File: config.mk
export PLATFORM = sky130hd
export DESIGN_NAME = regfile_wr_arbiter
export DESIGN_NICKNAME = d
export VERILOG_FILES = /design/src/rtl/regfile_wr_arbiter_pkg.sv /design/src/rtl/regfile_wr_arbiter_decoder.sv /design/src/rtl/regfile_wr_arbiter_rr_arb2.sv /design/src/rtl/regfile_wr_arbiter.sv
export SDC_FILE = /design/constraint.sdc
export NUM_CORES = 1
export LEC_CHECK = 0
export CAP_MARGIN = 40
export CELL_PAD_IN_SITES_DETAIL_PLACEMENT = 1
export CELL_PAD_IN_SITES_GLOBAL_PLACEMENT = 1
export CORE_MARGIN = 2
export CORE_UTILIZATION = 32
export DETAILED_ROUTE_END_ITERATION = 8
export GPL_TIMING_DRIVEN = 0
export PLACE_DENSITY_LB_ADDON = 0.1
export SLEW_MARGIN = 20
export SYNTH_ARGS = -nofsm -noshare
export SYNTH_HDL_FRONTEND = slang
export SYNTH_SLANG_ARGS = --single-unit
File: constraint.sdc
create_clock -name clk -period 3.21 [get_ports clk]
set_input_delay 0.642 -clock clk [delete_from_list [all_inputs] [get_ports clk]]
set_output_delay 0.642 -clock clk [all_outputs]
set_load 0.05 [all_outputs]
File: src/rtl/regfile_wr_arbiter_pkg.sv
// Shared requester indices and round-robin pointer encoding for the
// register-file write-port arbiter.
package regfile_wr_arbiter_pkg;

  localparam int REQ_A = 0;
  localparam int REQ_B = 1;

  typedef enum logic {
    PTR_A = 1'b0,
    PTR_B = 1'b1
  } rr_ptr_e;

endpackage

File: src/rtl/regfile_wr_arbiter_decoder.sv
// N-to-2^N one-hot decoder with a global enable.
module decoder_nto2_n #(
  parameter int N = 5
) (
  input  logic [N-1:0]      sel,
  input  logic              en,
  output logic [(2**N)-1:0] out
);

  genvar gi;
  generate
    for (gi = 0; gi < (2**N); gi++) begin : g_dec
      assign out[gi] = en && (sel == N'(gi));
    end
  endgenerate

endmodule

File: src/rtl/regfile_wr_arbiter_rr_arb2.sv
// Two-requester round-robin arbiter; combinational grant, registered pointer
// that moves to the losing side after every grant.
module rr_arb2
  import regfile_wr_arbiter_pkg::*;
(
  input  logic       clk,
  input  logic       async_reset,
  input  logic [1:0] req,
  output logic [1:0] gnt
);

  rr_ptr_e ptr_q;
  rr_ptr_e ptr_d;

  always_comb begin
    gnt   = 2'b00;
    ptr_d = ptr_q;
    // No grants while reset is held so nothing can be accepted and then lost.
    if (!async_reset) begin
      gnt[REQ_A] = req[REQ_A] && (!req[REQ_B] || (ptr_q == PTR_A));
      gnt[REQ_B] = req[REQ_B] && (!req[REQ_A] || (ptr_q == PTR_B));
    end
    if (gnt[REQ_A]) begin
      ptr_d = PTR_B;
    end else if (gnt[REQ_B]) begin
      ptr_d = PTR_A;
    end
  end

  always_ff @(posedge clk) begin
    if (async_reset) begin
      ptr_q <= PTR_A;
    end else begin
      ptr_q <= ptr_d;
    end
  end

endmodule

File: src/rtl/regfile_wr_arbiter.sv
// Shares the register-file write port between the ALU (A) and load return (B),
// producing a registered one-hot write enable plus a pending-write scoreboard.
module regfile_wr_arbiter
  import regfile_wr_arbiter_pkg::*;
#(
  parameter int bits            = 32,
  parameter int no_of_registers = 32,
  localparam int AW             = $clog2(no_of_registers)
) (
  input  logic                       clk,
  input  logic                       async_reset,
  input  logic                       a_valid,
  input  logic [AW-1:0]              a_rd,
  input  logic [bits-1:0]            a_data,
  output logic                       a_ready,
  input  logic                       b_valid,
  input  logic [AW-1:0]              b_rd,
  input  logic [bits-1:0]            b_data,
  output logic                       b_ready,
  input  logic                       rsv_valid,
  input  logic [AW-1:0]              rsv_rd,
  output logic [no_of_registers-1:0] wr_en,
  output logic [bits-1:0]            wr_data,
  output logic [no_of_registers-1:0] pending
);

  logic [1:0]                 gnt;
  logic                       any_gnt;
  logic [AW-1:0]              sel_rd;
  logic [bits-1:0]            sel_data;
  logic [(2**AW)-1:0]         gnt_onehot;
  logic [(2**AW)-1:0]         rsv_onehot;

  logic [no_of_registers-1:0] wr_en_q;
  logic [no_of_registers-1:0] wr_en_d;
  logic [bits-1:0]            wr_data_q;
  logic [bits-1:0]            wr_data_d;
  logic [no_of_registers-1:0] pending_q;
  logic [no_of_registers-1:0] pending_d;

  rr_arb2 u_arb (
    .clk         (clk),
    .async_reset (async_reset),
    .req         ({b_valid, a_valid}),
    .gnt         (gnt)
  );

  assign a_ready  = gnt[REQ_A];
  assign b_ready  = gnt[REQ_B];
  assign any_gnt  = |gnt;
  assign sel_rd   = gnt[REQ_B] ? b_rd   : a_rd;
  assign sel_data = gnt[REQ_B] ? b_data : a_data;

  // x0 writes still handshake, but neither decode ever touches register 0.
  decoder_nto2_n #(.N(AW)) u_gnt_dec (
    .sel (sel_rd),
    .en  (any_gnt && (sel_rd != '0)),
    .out (gnt_onehot)
  );

  decoder_nto2_n #(.N(AW)) u_rsv_dec (
    .sel (rsv_rd),
    .en  (rsv_valid && (rsv_rd != '0)),
    .out (rsv_onehot)
  );

  always_comb begin
    wr_en_d   = gnt_onehot[no_of_registers-1:0];
    wr_data_d = any_gnt ? sel_data : wr_data_q;
    // Set is applied after clear: a same-cycle reservation belongs to a newer instruction.
    pending_d = (pending_q & ~gnt_onehot[no_of_registers-1:0])
              | rsv_onehot[no_of_registers-1:0];
    pending_d[0] = 1'b0;
  end

  always_ff @(posedge clk) begin
    if (async_reset) begin
      wr_en_q   <= '0;
      wr_data_q <= '0;
      pending_q <= '0;
    end else begin
      wr_en_q   <= wr_en_d;
      wr_data_q <= wr_data_d;
      pending_q <= pending_d;
    end
  end

  assign wr_en   = wr_en_q;
  assign wr_data = wr_data_q;
  assign pending = pending_q;

endmodule
==> reports/metrics.cfg <==
[timing]
skew_ns=0.00440
worst_pin_slew_ns=0.855
rsz0062_at_grt=false
slew_viol_final=0
hold_viol=0
period_needed_ns=3.04
fmax_mhz=329
final-setup-viol-count=0
setup_slack_ns=0.168
fin_crit_sh_pct=94.8
relSlewSlack_pct=42.9

[power]
vdd_ir_drop_max_v=0.000233
power-per-cell-area_nw_per_um2=470
p_leak_nw=2.32

[drt]
via_per_inst=5.16
drtPass1Iterations=4
drc=0
dr_wl_met2_um=7780
routed_wire_length_per_instance_um=18.6
dr_wl_met3_um=1240
drt_iter0_drc=275
vias=4385
m1WireLength_um=6480
postRouteWirelength_um=15800
maxUsedRoutingLayer=met4
ant_nets=0

[critical_path]
cpMostUsedCell=buf_2
r2r-start=u_arb.ptr_q
crit_type=in -> out
critPathBufInv=5
cp_max_fo=10
path_cells=clkdlybuf4s50_1 -> nand2b_1 -> buf_2 -> nand2_1 -> inv_2 -> buf_2 -> buf_2
start_kind=input pin
slowest_delay_ns=0.47
crit_start=a_valid
critPathArrivalTime_ns=2.40
cp-end-kind=primary output
crit_required_ns=2.57
critPathSlowestCell=clkdlybuf4s50_1
path_delay_family=buffers and inverters

[synthesis]
synth_top_area_share_pct=47.0
synth_most_common_cell=nor2_1
ys_warn_count=0
ys_types=47
yosysSeqAreaShare_pct=47.0
ys_seq_elements=96
syn_inst=481
synthFlopType=dfxtp_1
synth_common_cells=103 x nor2_1, 96 x dfxtp_1, 71 x nand2_1
synthTopCellsByArea=dfxtp_1 47%, nor2_1 9.5%, a311oi_1 6.9%
syn_area_per_cell_sq_um=8.50
synth_top_area_cell=dfxtp_1
synth_enable_flop_cells=0
syn_area_sq_um=4090
async_reset_ff_share_pct=0

[global_route]
antenna_found_initial=2
grt_max_degree=20
grt_usage_pct=23.2
overflow=0
grt_pass1_vias=4453
grt_first_pass_wirelength_um=23900

[clock_tree]
cts.clk_slew.worst_paths_ns=0.06
cts_tree=done
clk_path_buf_depth=2
ctsHtreeMaxLevel=3
clk_latency_ns=0.35
cts.sinks=96
cts-buffers-inserted=9
cts-root-buf=clkbuf_16

[die]
rows=41
design.core.area_sq_um=12600
io_pins=182
start_util_pct=32.5
die_h_um=117
die_area_sq_um=13700
die_w_um=117

[placement]
pre_cts_ws_ns=-0.616
port_buffers=180
placedInstanceArea_sq_um=6110
place_congestion=0.863
dp.final_hpwl_um=12300

[worst_hold_path]
min-delay-start=pending[24]
worst_hold_path_type=reg -> reg

[finish]
syn_to_final_growth_pct=57.0
nets=756
drive_gt1_share_pct=7.40
final_design_area_no_fill_sq_um=6420

[run]
cap_viol_max_count=0

[run_status]
outcome=finished, final reports clean

## sequential cells by signal, indices dropped and copies added (netlist names)
signal / flops
wr_data: 32
u_arb.ptr_q: 1
wr_en: 32
pending: 31
## worst reg2reg max path, delay by kind of cell (launching register included)
| family | cells | cell delay [ns] |
|---|---|---|
| buf+inv | 2 | 0.66 |
| flops | 1 | 0.35 |
| compound gates | 1 | 0.36 |
| simple gates | 3 | 0.57 |
## final timing paths
check | slack (ns) | cells after the start | to
worst max-delay path | 0.17 | 7 | b_ready
worst min-delay path | 0.49 | 1 | pending[24]
worst max register to register | 1.13 | 6 | wr_en[25]
worst min register to register | 0.49 | 1 | pending[24]
## power breakdown
part	switching [mW]	internal (mW)	leakage [nW]	total, mW
combinational	0.373	0.236	1.39	0.609
sequential	0.0225	1.24	0.782	1.26
clock	0.471	0.676	0.147	1.15
## stage by stage
stage                     setup TNS [ns]  util, %  cells  power [mW]  hold WS [ns]
after floorplan                        0        -    482        1.62         0.510
after global placement             -1.33     48.6    834        1.88         0.471
after detailed placement           -2.27     48.6    834        1.89         0.474
after CTS                              0     51.0    848        3.05         0.491
after global routing                   0     51.0    848        3.14         0.510
final                                  0     51.1    850        3.01         0.485
## repair_timing
| action | 4_1_cts | 5_1_grt |
|---|---|---|
| hold buffers | 0 | 0 |
| setup buffers | 0 | 0 |
| gates resized for setup | 8 | 1 |
| gates cloned | 0 | 0 |
| endpoints found under the setup margin | 2 | 1 |
## cells in the final DEF (no fill, tap or decap), types with 7 or more instances in the layout
cell type,instances
clkbuf_16,9
nand2_1,71
a211oi_1,10
a32o_1,7
clkdlybuf4s50_1,176
nor3_1,8
a31o_2,8
clkbuf_1,14
nor2_1,103
nor4_1,10
a311oi_1,32
o21bai_1,9
a31o_1,8
dfxtp_1,96
o21ai_0,11
buf_2,13
nand2b_1,12
## cell families after synthesis
kind of cell           synth area share, %
AOI/OAI and AO/OA                     21.7
buffers and inverters                 3.76
DFF                                   47.0
muxes                                0.245
other                               0.0917
and+or+nand+nor                       27.2
## per-layer routing
layer  GRT usage [%]  up-vias
li1                -     2113
met1            26.8     2078
met2            41.1      171
met3            7.00       23
met4            7.37        0
met5               0        -
## area by class of cell
cell class                 count  area [sq um]
clock inverter                 6          85.1
tap                          172           215
timing repair buffer         180          1800
multi-input combinational    350          2020
buffer                        30           133
antenna                        2          5.00
clock buffer                   9           225
fill                        1484          6150
inverter                       5          18.8
sequential                    96          1920
No activity file was read; power rests on OpenSTA's default activity.
